File: src/rtl/cla_pkg.sv
// ---------------------------------------------------------------------------
// cla_pkg
// Shared definitions for the nibble-serial carry-lookahead adder.
//   state_t    : controller states (IDLE, BUSY, DONE)
//   GROUP_W    : bits handled per clock (one lookahead group)
//   cnt_width(): group-counter width, never less than one bit
// ---------------------------------------------------------------------------
package cla_pkg;

    localparam int GROUP_W = 4;

    typedef enum logic [1:0] {
        IDLE = 2'd0,
        BUSY = 2'd1,
        DONE = 2'd2
    } state_t;

    // $clog2(1) is 0, so a single-group adder still needs a 1-bit counter.
    function automatic int cnt_width(input int groups);
        return (groups > 1) ? $clog2(groups) : 1;
    endfunction

endpackage

File: src/rtl/cla_lookahead4.sv
// ---------------------------------------------------------------------------
// cla_lookahead4
// Purely combinational 4-bit carry-lookahead unit. Every carry is a flat
// sum-of-products of G, P and c0, so no carry ripples through the group.
//   i_g[3:0]  : bit generates
//   i_p[3:0]  : bit propagates
//   i_c0      : carry into the group
//   o_c[4:1]  : carries into bits 1..3 and out of the group (C4)
//   o_gg      : group generate  (group produces a carry by itself)
//   o_pg      : group propagate (group passes c0 straight through)
// ---------------------------------------------------------------------------
module cla_lookahead4
    import cla_pkg::*;
(
    input  logic [GROUP_W-1:0] i_g,
    input  logic [GROUP_W-1:0] i_p,
    input  logic               i_c0,
    output logic [GROUP_W:1]   o_c,
    output logic               o_gg,
    output logic               o_pg
);

    assign o_c[1] = i_g[0]
                  | (i_p[0] & i_c0);

    assign o_c[2] = i_g[1]
                  | (i_p[1] & i_g[0])
                  | (i_p[1] & i_p[0] & i_c0);

    assign o_c[3] = i_g[2]
                  | (i_p[2] & i_g[1])
                  | (i_p[2] & i_p[1] & i_g[0])
                  | (i_p[2] & i_p[1] & i_p[0] & i_c0);

    assign o_c[4] = i_g[3]
                  | (i_p[3] & i_g[2])
                  | (i_p[3] & i_p[2] & i_g[1])
                  | (i_p[3] & i_p[2] & i_p[1] & i_g[0])
                  | (i_p[3] & i_p[2] & i_p[1] & i_p[0] & i_c0);

    assign o_gg = i_g[3]
                | (i_p[3] & i_g[2])
                | (i_p[3] & i_p[2] & i_g[1])
                | (i_p[3] & i_p[2] & i_p[1] & i_g[0]);

    assign o_pg = &i_p;

endmodule

File: src/rtl/gp_full_adder.sv
// ---------------------------------------------------------------------------
// GPFullAdder
// Single-bit adder cell that exports generate/propagate for a lookahead unit
// instead of producing its own carry-out.
//   i_a, i_b : operand bits
//   i_c      : carry into this bit (from the lookahead unit)
//   o_g      : generate  = a & b
//   o_p      : propagate = a ^ b
//   o_s      : sum bit   = p ^ c
// ---------------------------------------------------------------------------
module GPFullAdder (
    input  logic i_a,
    input  logic i_b,
    input  logic i_c,
    output logic o_g,
    output logic o_p,
    output logic o_s
);

    assign o_g = i_a & i_b;
    assign o_p = i_a ^ i_b;
    assign o_s = o_p ^ i_c;

endmodule

File: src/rtl/cla_nibble_serial_adder.sv
// ---------------------------------------------------------------------------
// cla_nibble_serial_adder
// Multi-cycle WIDTH-bit adder: one 4-bit lookahead group per clock, least
// significant group first. The group carry-out is registered and becomes the
// carry-in of the next group.
//   clk, rst_n : rising-edge clock, asynchronous active-low reset
//   start      : request, sampled only while idle
//   a, b, cin  : operands and carry-in, captured when start is accepted
//   busy       : high while groups are being processed
//   done       : one-cycle pulse when sum/cout/ovf are valid
//   sum        : result register (partial while busy)
//   cout       : carry out of the MSB
//   ovf        : signed overflow (carry into MSB ^ carry out of MSB)
// ---------------------------------------------------------------------------
module cla_nibble_serial_adder
    import cla_pkg::*;
#(
    parameter int WIDTH = 16
) (
    input  logic             clk,
    input  logic             rst_n,
    input  logic             start,
    input  logic [WIDTH-1:0] a,
    input  logic [WIDTH-1:0] b,
    input  logic             cin,
    output logic             busy,
    output logic             done,
    output logic [WIDTH-1:0] sum,
    output logic             cout,
    output logic             ovf
);

    localparam int GROUPS = WIDTH / GROUP_W;
    localparam int CNT_W  = cnt_width(GROUPS);

    // ------------------------------------------------------------------
    // State and datapath registers
    // ------------------------------------------------------------------
    state_t             r_state;
    state_t             w_state_next;
    logic [WIDTH-1:0]   r_a;
    logic [WIDTH-1:0]   r_b;
    logic [WIDTH-1:0]   r_sum;
    logic [CNT_W-1:0]   r_cnt;
    logic               r_carry;
    logic               r_cout;
    logic               r_ovf;

    // ------------------------------------------------------------------
    // Current-group slice and lookahead signals
    // ------------------------------------------------------------------
    logic [CNT_W+1:0]   w_base;       // bit offset of the current group
    logic [GROUP_W-1:0] w_a_grp;
    logic [GROUP_W-1:0] w_b_grp;
    logic [GROUP_W-1:0] w_g;
    logic [GROUP_W-1:0] w_p;
    logic [GROUP_W-1:0] w_s;
    logic [GROUP_W-1:0] w_cbit;       // carry into each bit cell
    logic [GROUP_W:1]   w_c;
    logic               w_gg;
    logic               w_pg;
    logic               w_carry_next;
    logic               w_last;
    logic               w_busy;
    logic               w_done;

    // Group width is fixed at four, so the offset is the counter shifted by 2.
    assign w_base  = {r_cnt, 2'b00};
    assign w_a_grp = r_a[w_base +: GROUP_W];
    assign w_b_grp = r_b[w_base +: GROUP_W];
    assign w_last  = (r_cnt == CNT_W'(GROUPS - 1));

    // Bit 0 takes the registered carry; bits 1..3 take lookahead carries.
    assign w_cbit  = {w_c[3:1], r_carry};

    for (genvar i = 0; i < GROUP_W; i++) begin : g_bit
        GPFullAdder u_cell (
            .i_a (w_a_grp[i]),
            .i_b (w_b_grp[i]),
            .i_c (w_cbit[i]),
            .o_g (w_g[i]),
            .o_p (w_p[i]),
            .o_s (w_s[i])
        );
    end

    cla_lookahead4 u_lookahead (
        .i_g  (w_g),
        .i_p  (w_p),
        .i_c0 (r_carry),
        .o_c  (w_c),
        .o_gg (w_gg),
        .o_pg (w_pg)
    );

    // Carry forwarded to the next group, formed from the group G/P pair.
    // Logically identical to C4; it is the hook a second lookahead level
    // would use.
    assign w_carry_next = w_gg | (w_pg & r_carry);

    // ------------------------------------------------------------------
    // Controller
    // ------------------------------------------------------------------
    // NOTE: sequential state uses non-blocking assignments so every register
    // samples pre-edge values regardless of statement order.
    always_ff @(posedge clk or negedge rst_n) begin
        if (!rst_n) begin
            r_state <= IDLE;
        end else begin
            r_state <= w_state_next;
        end
    end

    // NOTE: every output of this block gets a default first, so no path can
    // leave a variable unassigned and infer a latch.
    always_comb begin
        w_state_next = r_state;
        w_busy       = 1'b0;
        w_done       = 1'b0;
        case (r_state)
            IDLE: begin
                if (start) begin
                    w_state_next = BUSY;
                end
            end
            BUSY: begin
                w_busy = 1'b1;
                if (w_last) begin
                    w_state_next = DONE;
                end
            end
            DONE: begin
                // start is deliberately ignored here, so back-to-back
                // requests always pass through one IDLE cycle.
                w_done       = 1'b1;
                w_state_next = IDLE;
            end
            default: begin
                w_state_next = IDLE;
            end
        endcase
    end

    // ------------------------------------------------------------------
    // Datapath
    // ------------------------------------------------------------------
    always_ff @(posedge clk or negedge rst_n) begin
        if (!rst_n) begin
            r_a     <= '0;
            r_b     <= '0;
            r_sum   <= '0;
            r_cnt   <= '0;
            r_carry <= 1'b0;
            r_cout  <= 1'b0;
            r_ovf   <= 1'b0;
        end else begin
            case (r_state)
                IDLE: begin
                    if (start) begin
                        r_a     <= a;
                        r_b     <= b;
                        r_carry <= cin;
                        r_cnt   <= '0;
                        r_sum   <= '0;
                        r_cout  <= 1'b0;
                        r_ovf   <= 1'b0;
                    end
                end
                BUSY: begin
                    r_sum[w_base +: GROUP_W] <= w_s;
                    r_carry                  <= w_carry_next;
                    if (w_last) begin
                        // C3 is the carry into the MSB, C4 the carry out.
                        r_cout <= w_c[4];
                        r_ovf  <= w_c[3] ^ w_c[4];
                    end else begin
                        r_cnt <= r_cnt + 1'b1;
                    end
                end
                default: begin
                end
            endcase
        end
    end

    assign busy = w_busy;
    assign done = w_done;
    assign sum  = r_sum;
    assign cout = r_cout;
    assign ovf  = r_ovf;

endmodule

File: config.mk
export PLATFORM = sky130hd
export DESIGN_NAME = cla_nibble_serial_adder
export DESIGN_NICKNAME = d
export VERILOG_FILES = /design/src/rtl/cla_pkg.sv /design/src/rtl/cla_lookahead4.sv /design/src/rtl/gp_full_adder.sv /design/src/rtl/cla_nibble_serial_adder.sv
export SDC_FILE = /design/constraint.sdc
export NUM_CORES = 1
export LEC_CHECK = 0
export CAP_MARGIN = 5
export CORE_ASPECT_RATIO = 0.8
export CORE_MARGIN = 5
export CORE_UTILIZATION = 25
export CTS_CLUSTER_DIAMETER = 100
export CTS_CLUSTER_SIZE = 14
export DETAILED_ROUTE_END_ITERATION = 8
export DONT_BUFFER_PORTS = 1
export GPL_ROUTABILITY_DRIVEN = 0
export PLACE_DENSITY = 0.44
export SYNTH_ARGS = -nofsm -noshare
export SYNTH_HDL_FRONTEND = slang
export SYNTH_SLANG_ARGS = --single-unit
File: constraint.sdc
create_clock -name clk -period 3.89 [get_ports clk]
set_input_delay 0.5835 -clock clk [delete_from_list [all_inputs] [get_ports clk]]
set_output_delay 0.5835 -clock clk [all_outputs]
set_load 0.005 [all_outputs]
==> run_summary.xml <==
<?xml version="1.0" encoding="UTF-8"?>
<metrics>
  <group name="outcome">
    <metric name="status" unit="">complete, no violations</metric>
  </group>
  <group name="critical_path">
    <metric name="cp.arrival" unit="ps">3040</metric>
    <metric name="critical_path.reg2reg.endpoint" unit="">sum[7]$_DFFE_PN0P_</metric>
    <metric name="worst-endpoint-required" unit="ps">4130</metric>
    <metric name="critPathKind" unit="">reg2reg</metric>
    <metric name="endpoint_kind" unit="">flip-flop</metric>
    <metric name="critPathSlowestCell" unit="">sky130_fd_sc_hd__dfrtp_1</metric>
    <metric name="rr_worst_depth" unit="">6</metric>
    <metric name="ff_to_ff_setup_slack" unit="ps">1090</metric>
    <metric name="crit-reg2reg-launch" unit="">r_cnt[0]$_DFFE_PN0P_</metric>
    <metric name="worst_path_largest_cell_delay" unit="ps">800</metric>
    <metric name="timing.critical_path.from" unit="">r_cnt[0]$_DFFE_PN0P_</metric>
    <metric name="cp_cell_sequence" unit="">mux4_2 &gt; ha_1 &gt; a211oi_1 &gt; o21bai_1 &gt; xor2_1 &gt; a22o_1</metric>
    <metric name="critPathLaunchType" unit="">flip-flop</metric>
    <metric name="cp_max_fo" unit="">15</metric>
  </group>
  <group name="sta">
    <metric name="timing.final.max_slew_violations" unit="">0</metric>
    <metric name="max_freq" unit="MHz">357</metric>
    <metric name="tightestPinTransition" unit="ps">726</metric>
    <metric name="final-hold-violation-count" unit="">0</metric>
    <metric name="share_of_the_clock_period_used_by_the_worst_path_after_layout" unit="">0.720</metric>
    <metric name="final-setup-viol-count" unit="">0</metric>
    <metric name="final.setup_skew" unit="ps">5.30</metric>
    <metric name="unrepaired_setup_endpoints_after_global_routing" unit="">false</metric>
    <metric name="setup-tns-final" unit="ps">0</metric>
    <metric name="timing.max_slew.rel_slack" unit="">0.509</metric>
    <metric name="post-route-min-period" unit="ps">2800</metric>
  </group>
  <group name="floorplanning">
    <metric name="fp.coreArea" unit="µm²">9770</metric>
    <metric name="floorplan.die.width" unit="µm">122</metric>
    <metric name="chip_height" unit="µm">100</metric>
    <metric name="floorplan.io_pins" unit="">56</metric>
    <metric name="placement_rows" unit="">32</metric>
    <metric name="floorplan.initialDensity" unit="">0.259</metric>
    <metric name="die_area" unit="µm²">12200</metric>
  </group>
  <group name="place">
    <metric name="dp_hpwl" unit="mm">4.13</metric>
    <metric name="place.port_buffers" unit="">0</metric>
    <metric name="dpl-instance-area" unit="µm²">2680</metric>
  </group>
  <group name="hold_path">
    <metric name="worst_hold_path_type" unit="">in2async</metric>
  </group>
  <group name="synth">
    <metric name="post_synth_edffs" unit="">0</metric>
    <metric name="asyncSetResetFlopFracSynth" unit="">1.00</metric>
    <metric name="synth_cells" unit="">170</metric>
    <metric name="ys.flop_type" unit="">sky130_fd_sc_hd__dfrtp_1</metric>
    <metric name="yosys_register_bits" unit="">55</metric>
    <metric name="synth_area_per_cell" unit="µm²">14.9</metric>
    <metric name="yosysSeqAreaShare" unit="">0.544</metric>
    <metric name="synth_top_cell_area_share" unit="">0.544</metric>
    <metric name="synthTopCellsByCount" unit="">sky130_fd_sc_hd__dfrtp_1 (55), sky130_fd_sc_hd__mux2_2 (33), sky130_fd_sc_hd__a22o_1 (16)</metric>
    <metric name="post_synth_main_area_contributors" unit="">sky130_fd_sc_hd__dfrtp_1 (54%), sky130_fd_sc_hd__mux2_2 (15%), sky130_fd_sc_hd__mux4_2 (7.1%)</metric>
    <metric name="synth_largest_area_cell" unit="">sky130_fd_sc_hd__dfrtp_1</metric>
    <metric name="ys_warn_count" unit="">0</metric>
    <metric name="syn-num-nets" unit="">216</metric>
    <metric name="yosysUniqueCellTypes" unit="">30</metric>
    <metric name="most_numerous_cell_in_the_yosys_netlist" unit="">sky130_fd_sc_hd__dfrtp_1</metric>
    <metric name="syn_area" unit="µm²">2530</metric>
  </group>
  <group name="detailed_routing">
    <metric name="routed_wirelength" unit="mm">5.60</metric>
    <metric name="wl_per_cell" unit="µm">17.9</metric>
    <metric name="detailed_route_iter0_violations" unit="">54</metric>
    <metric name="via_per_instance_ratio" unit="">4.56</metric>
    <metric name="vias" unit="">1422</metric>
    <metric name="detail_route.drc_violations" unit="">0</metric>
    <metric name="ant_nets" unit="">0</metric>
    <metric name="detail_route.first_pass.iterations" unit="">6</metric>
  </group>
  <group name="global_route">
    <metric name="grt.overflow.total" unit="">0</metric>
    <metric name="grt_max_degree" unit="">56</metric>
    <metric name="grt_antenna_before_repair" unit="">3</metric>
    <metric name="grt.total_usage" unit="">0.0981</metric>
    <metric name="grt_pass1_vias" unit="">1531</metric>
    <metric name="grt_pass1_wl" unit="mm">8.97</metric>
  </group>
  <group name="power_and_ir_drop">
    <metric name="switching_share" unit="">0.379</metric>
    <metric name="comb_power_share" unit="">0.458</metric>
    <metric name="internal-power" unit="µW">1790</metric>
    <metric name="power.sequential.fraction" unit="">0.357</metric>
    <metric name="ir_worst_vdd" unit="V">0.000413</metric>
    <metric name="p_leak" unit="µW">0.00123</metric>
    <metric name="clock_power_share" unit="">0.184</metric>
    <metric name="power_per_cell_area" unit="nW/µm²">999</metric>
    <metric name="power.switching" unit="µW">1090</metric>
  </group>
  <group name="final_layout">
    <metric name="ratio_of_cells_with_drive_above_1_in_the_final_layout" unit="">0.326</metric>
    <metric name="postLayoutCoreUtil" unit="">0.296</metric>
    <metric name="postLayoutCellArea" unit="µm²">2890</metric>
    <metric name="fillerInstances" unit="">1002</metric>
    <metric name="area.growth.synth_to_final" unit="%">14.2</metric>
    <metric name="finalNetCount" unit="">220</metric>
  </group>
  <group name="cts">
    <metric name="clock_sinks" unit="">55</metric>
    <metric name="numCtsBuffers" unit="">5</metric>
    <metric name="clock_tree.buffer_depth" unit="">2</metric>
    <metric name="clk_root_buffer_cell" unit="">sky130_fd_sc_hd__clkbuf_16</metric>
    <metric name="cts_max_level" unit="">2</metric>
    <metric name="skew_pair_late_insertion_delay" unit="ps">290</metric>
    <metric name="clk_transition_reported_paths" unit="ps">70</metric>
    <metric name="tritoncts" unit="">yes</metric>
  </group>
  <group name="run">
    <metric name="max-cap-violations" unit="">0</metric>
  </group>
</metrics>
[final cells by class]
cell class,instances,area (µm²),share of cell area
multi-input combinational,106,1110,0.385
tap,136,170,0.0589
inverter,4,15.0,0.00520
clock buffer,6,139,0.0481
antenna,1,2.50,0.000866
timing repair buffer,2,35.0,0.0121
clock inverter,2,38.8,0.0134
sequential,55,1380,0.476
[cells in the final DEF (no fill, tap or decap)]
master | synthesis | layout
sky130_fd_sc_hd__a211oi_1 | 1 | 1
sky130_fd_sc_hd__a21o_1 | 4 | 4
sky130_fd_sc_hd__a21oi_1 | 4 | 4
sky130_fd_sc_hd__a22o_1 | 16 | 16
sky130_fd_sc_hd__a31o_2 | 1 | 1
sky130_fd_sc_hd__and2b_1 | 1 | 1
sky130_fd_sc_hd__buf_16 | 0 | 1
sky130_fd_sc_hd__buf_4 | 3 | 1
sky130_fd_sc_hd__bufinv_16 | 0 | 1
sky130_fd_sc_hd__clkbuf_16 | 0 | 5
sky130_fd_sc_hd__clkbuf_8 | 0 | 1
sky130_fd_sc_hd__dfrtp_1 | 55 | 55
sky130_fd_sc_hd__diode_2 | 0 | 1
sky130_fd_sc_hd__fa_1 | 1 | 1
sky130_fd_sc_hd__ha_1 | 9 | 9
sky130_fd_sc_hd__inv_1 | 4 | 4
sky130_fd_sc_hd__inv_6 | 0 | 1
sky130_fd_sc_hd__mux2_2 | 33 | 33
sky130_fd_sc_hd__mux2i_1 | 3 | 3
sky130_fd_sc_hd__mux4_2 | 8 | 8
sky130_fd_sc_hd__nand2_1 | 6 | 6
sky130_fd_sc_hd__nand2b_1 | 1 | 1
sky130_fd_sc_hd__nand2b_4 | 2 | 2
sky130_fd_sc_hd__nor2_1 | 4 | 4
sky130_fd_sc_hd__nor2_4 | 0 | 1
sky130_fd_sc_hd__nor3b_4 | 1 | 1
sky130_fd_sc_hd__nor4_1 | 1 | 1
sky130_fd_sc_hd__nor4b_1 | 1 | 1
sky130_fd_sc_hd__o21ai_0 | 1 | 1
sky130_fd_sc_hd__o21bai_1 | 1 | 1
sky130_fd_sc_hd__o2bb2ai_1 | 2 | 2
sky130_fd_sc_hd__or3_4 | 1 | 1
sky130_fd_sc_hd__xnor2_1 | 1 | 1
sky130_fd_sc_hd__xor2_1 | 2 | 2
[cell families after synthesis]
| group | synth area share |
|---|---|
| and+or+nand+nor | 0.0514 |
| muxes | 0.230 |
| xor gates and xnor gates | 0.0104 |
| buffers and inverters | 0.0183 |
| DFF | 0.544 |
| AOI/OAI and AO/OA | 0.0935 |
| adders and majority gates | 0.0524 |
[what timing repair did]
action | 4_1_cts | 5_1_grt
buffers inserted | 0 | 0
hold endpoints to repair | 55 | 0
gates resized for setup | 0 | 0
setup endpoints to repair | 0 | 0
hold buffers | 1 | 0
[stage by stage]
stage / hold WS [ps] / std cells / worst slack (ps) / power [µW]
6_report: 145 / 312 / 1090 / 2890
5_1_grt: 155 / 311 / 808 / 3130
4_1_cts: 151 / 311 / 1010 / 2960
3_5_place_dp: 291 / 302 / 1010 / 2400
3_3_place_gp: 291 / 302 / 1070 / 2400
2_1_floorplan: 288 / 170 / 1420 / 2020
[how the worst max path moves through the flow]
stage	slack, ps	to
after global placement	1070	sum[7]$_DFFE_PN0P_
after global routing	810	sum[7]$_DFFE_PN0P_
after detailed placement	1010	sum[7]$_DFFE_PN0P_
after floorplan	1420	sum[11]$_DFFE_PN0P_
final	1090	sum[7]$_DFFE_PN0P_
after CTS	1010	sum[7]$_DFFE_PN0P_
[critical path: cells and delay by family (launching register included)]
family | cells | cell delay [ps]
flops | 1 | 800
mux | 1 | 650
compound gates | 3 | 580
xor+xnor | 1 | 380
fa+ha+maj | 1 | 330
[layer usage]
metal | track usage | part of all wire | up-vias
met1 | 0.134 | 0.48 | 718
met4 | 0.0284 | 0.011 | 6
met2 | 0.134 | 0.41 | 44
li1 | - | - | 643
met5 | 0 | 0.011 | -
met3 | 0.0524 | 0.091 | 11
[power by group through the flow]
| stage | registers [µW] | clock network, µW | logic [µW] |
|---|---|---|---|
| floorplan | 943 | 0 | 1080 |
| CTS | 1040 | 550 | 1370 |
| finish | 1030 | 532 | 1320 |
| global route | 1080 | 573 | 1480 |
| global placement | 1060 | 0 | 1340 |
| detailed placement | 1050 | 0 | 1350 |
[registers in the layout, summed over array words and instances (netlist names)]
| name | count |
|---|---|
| r_b | 16 |
| sum | 16 |
| ovf | 1 |
| cout | 1 |
| r_carry | 1 |
| r_cnt | 2 |
| r_state | 2 |
| r_a | 16 |
No activity file was read; power rests on OpenSTA's default activity.
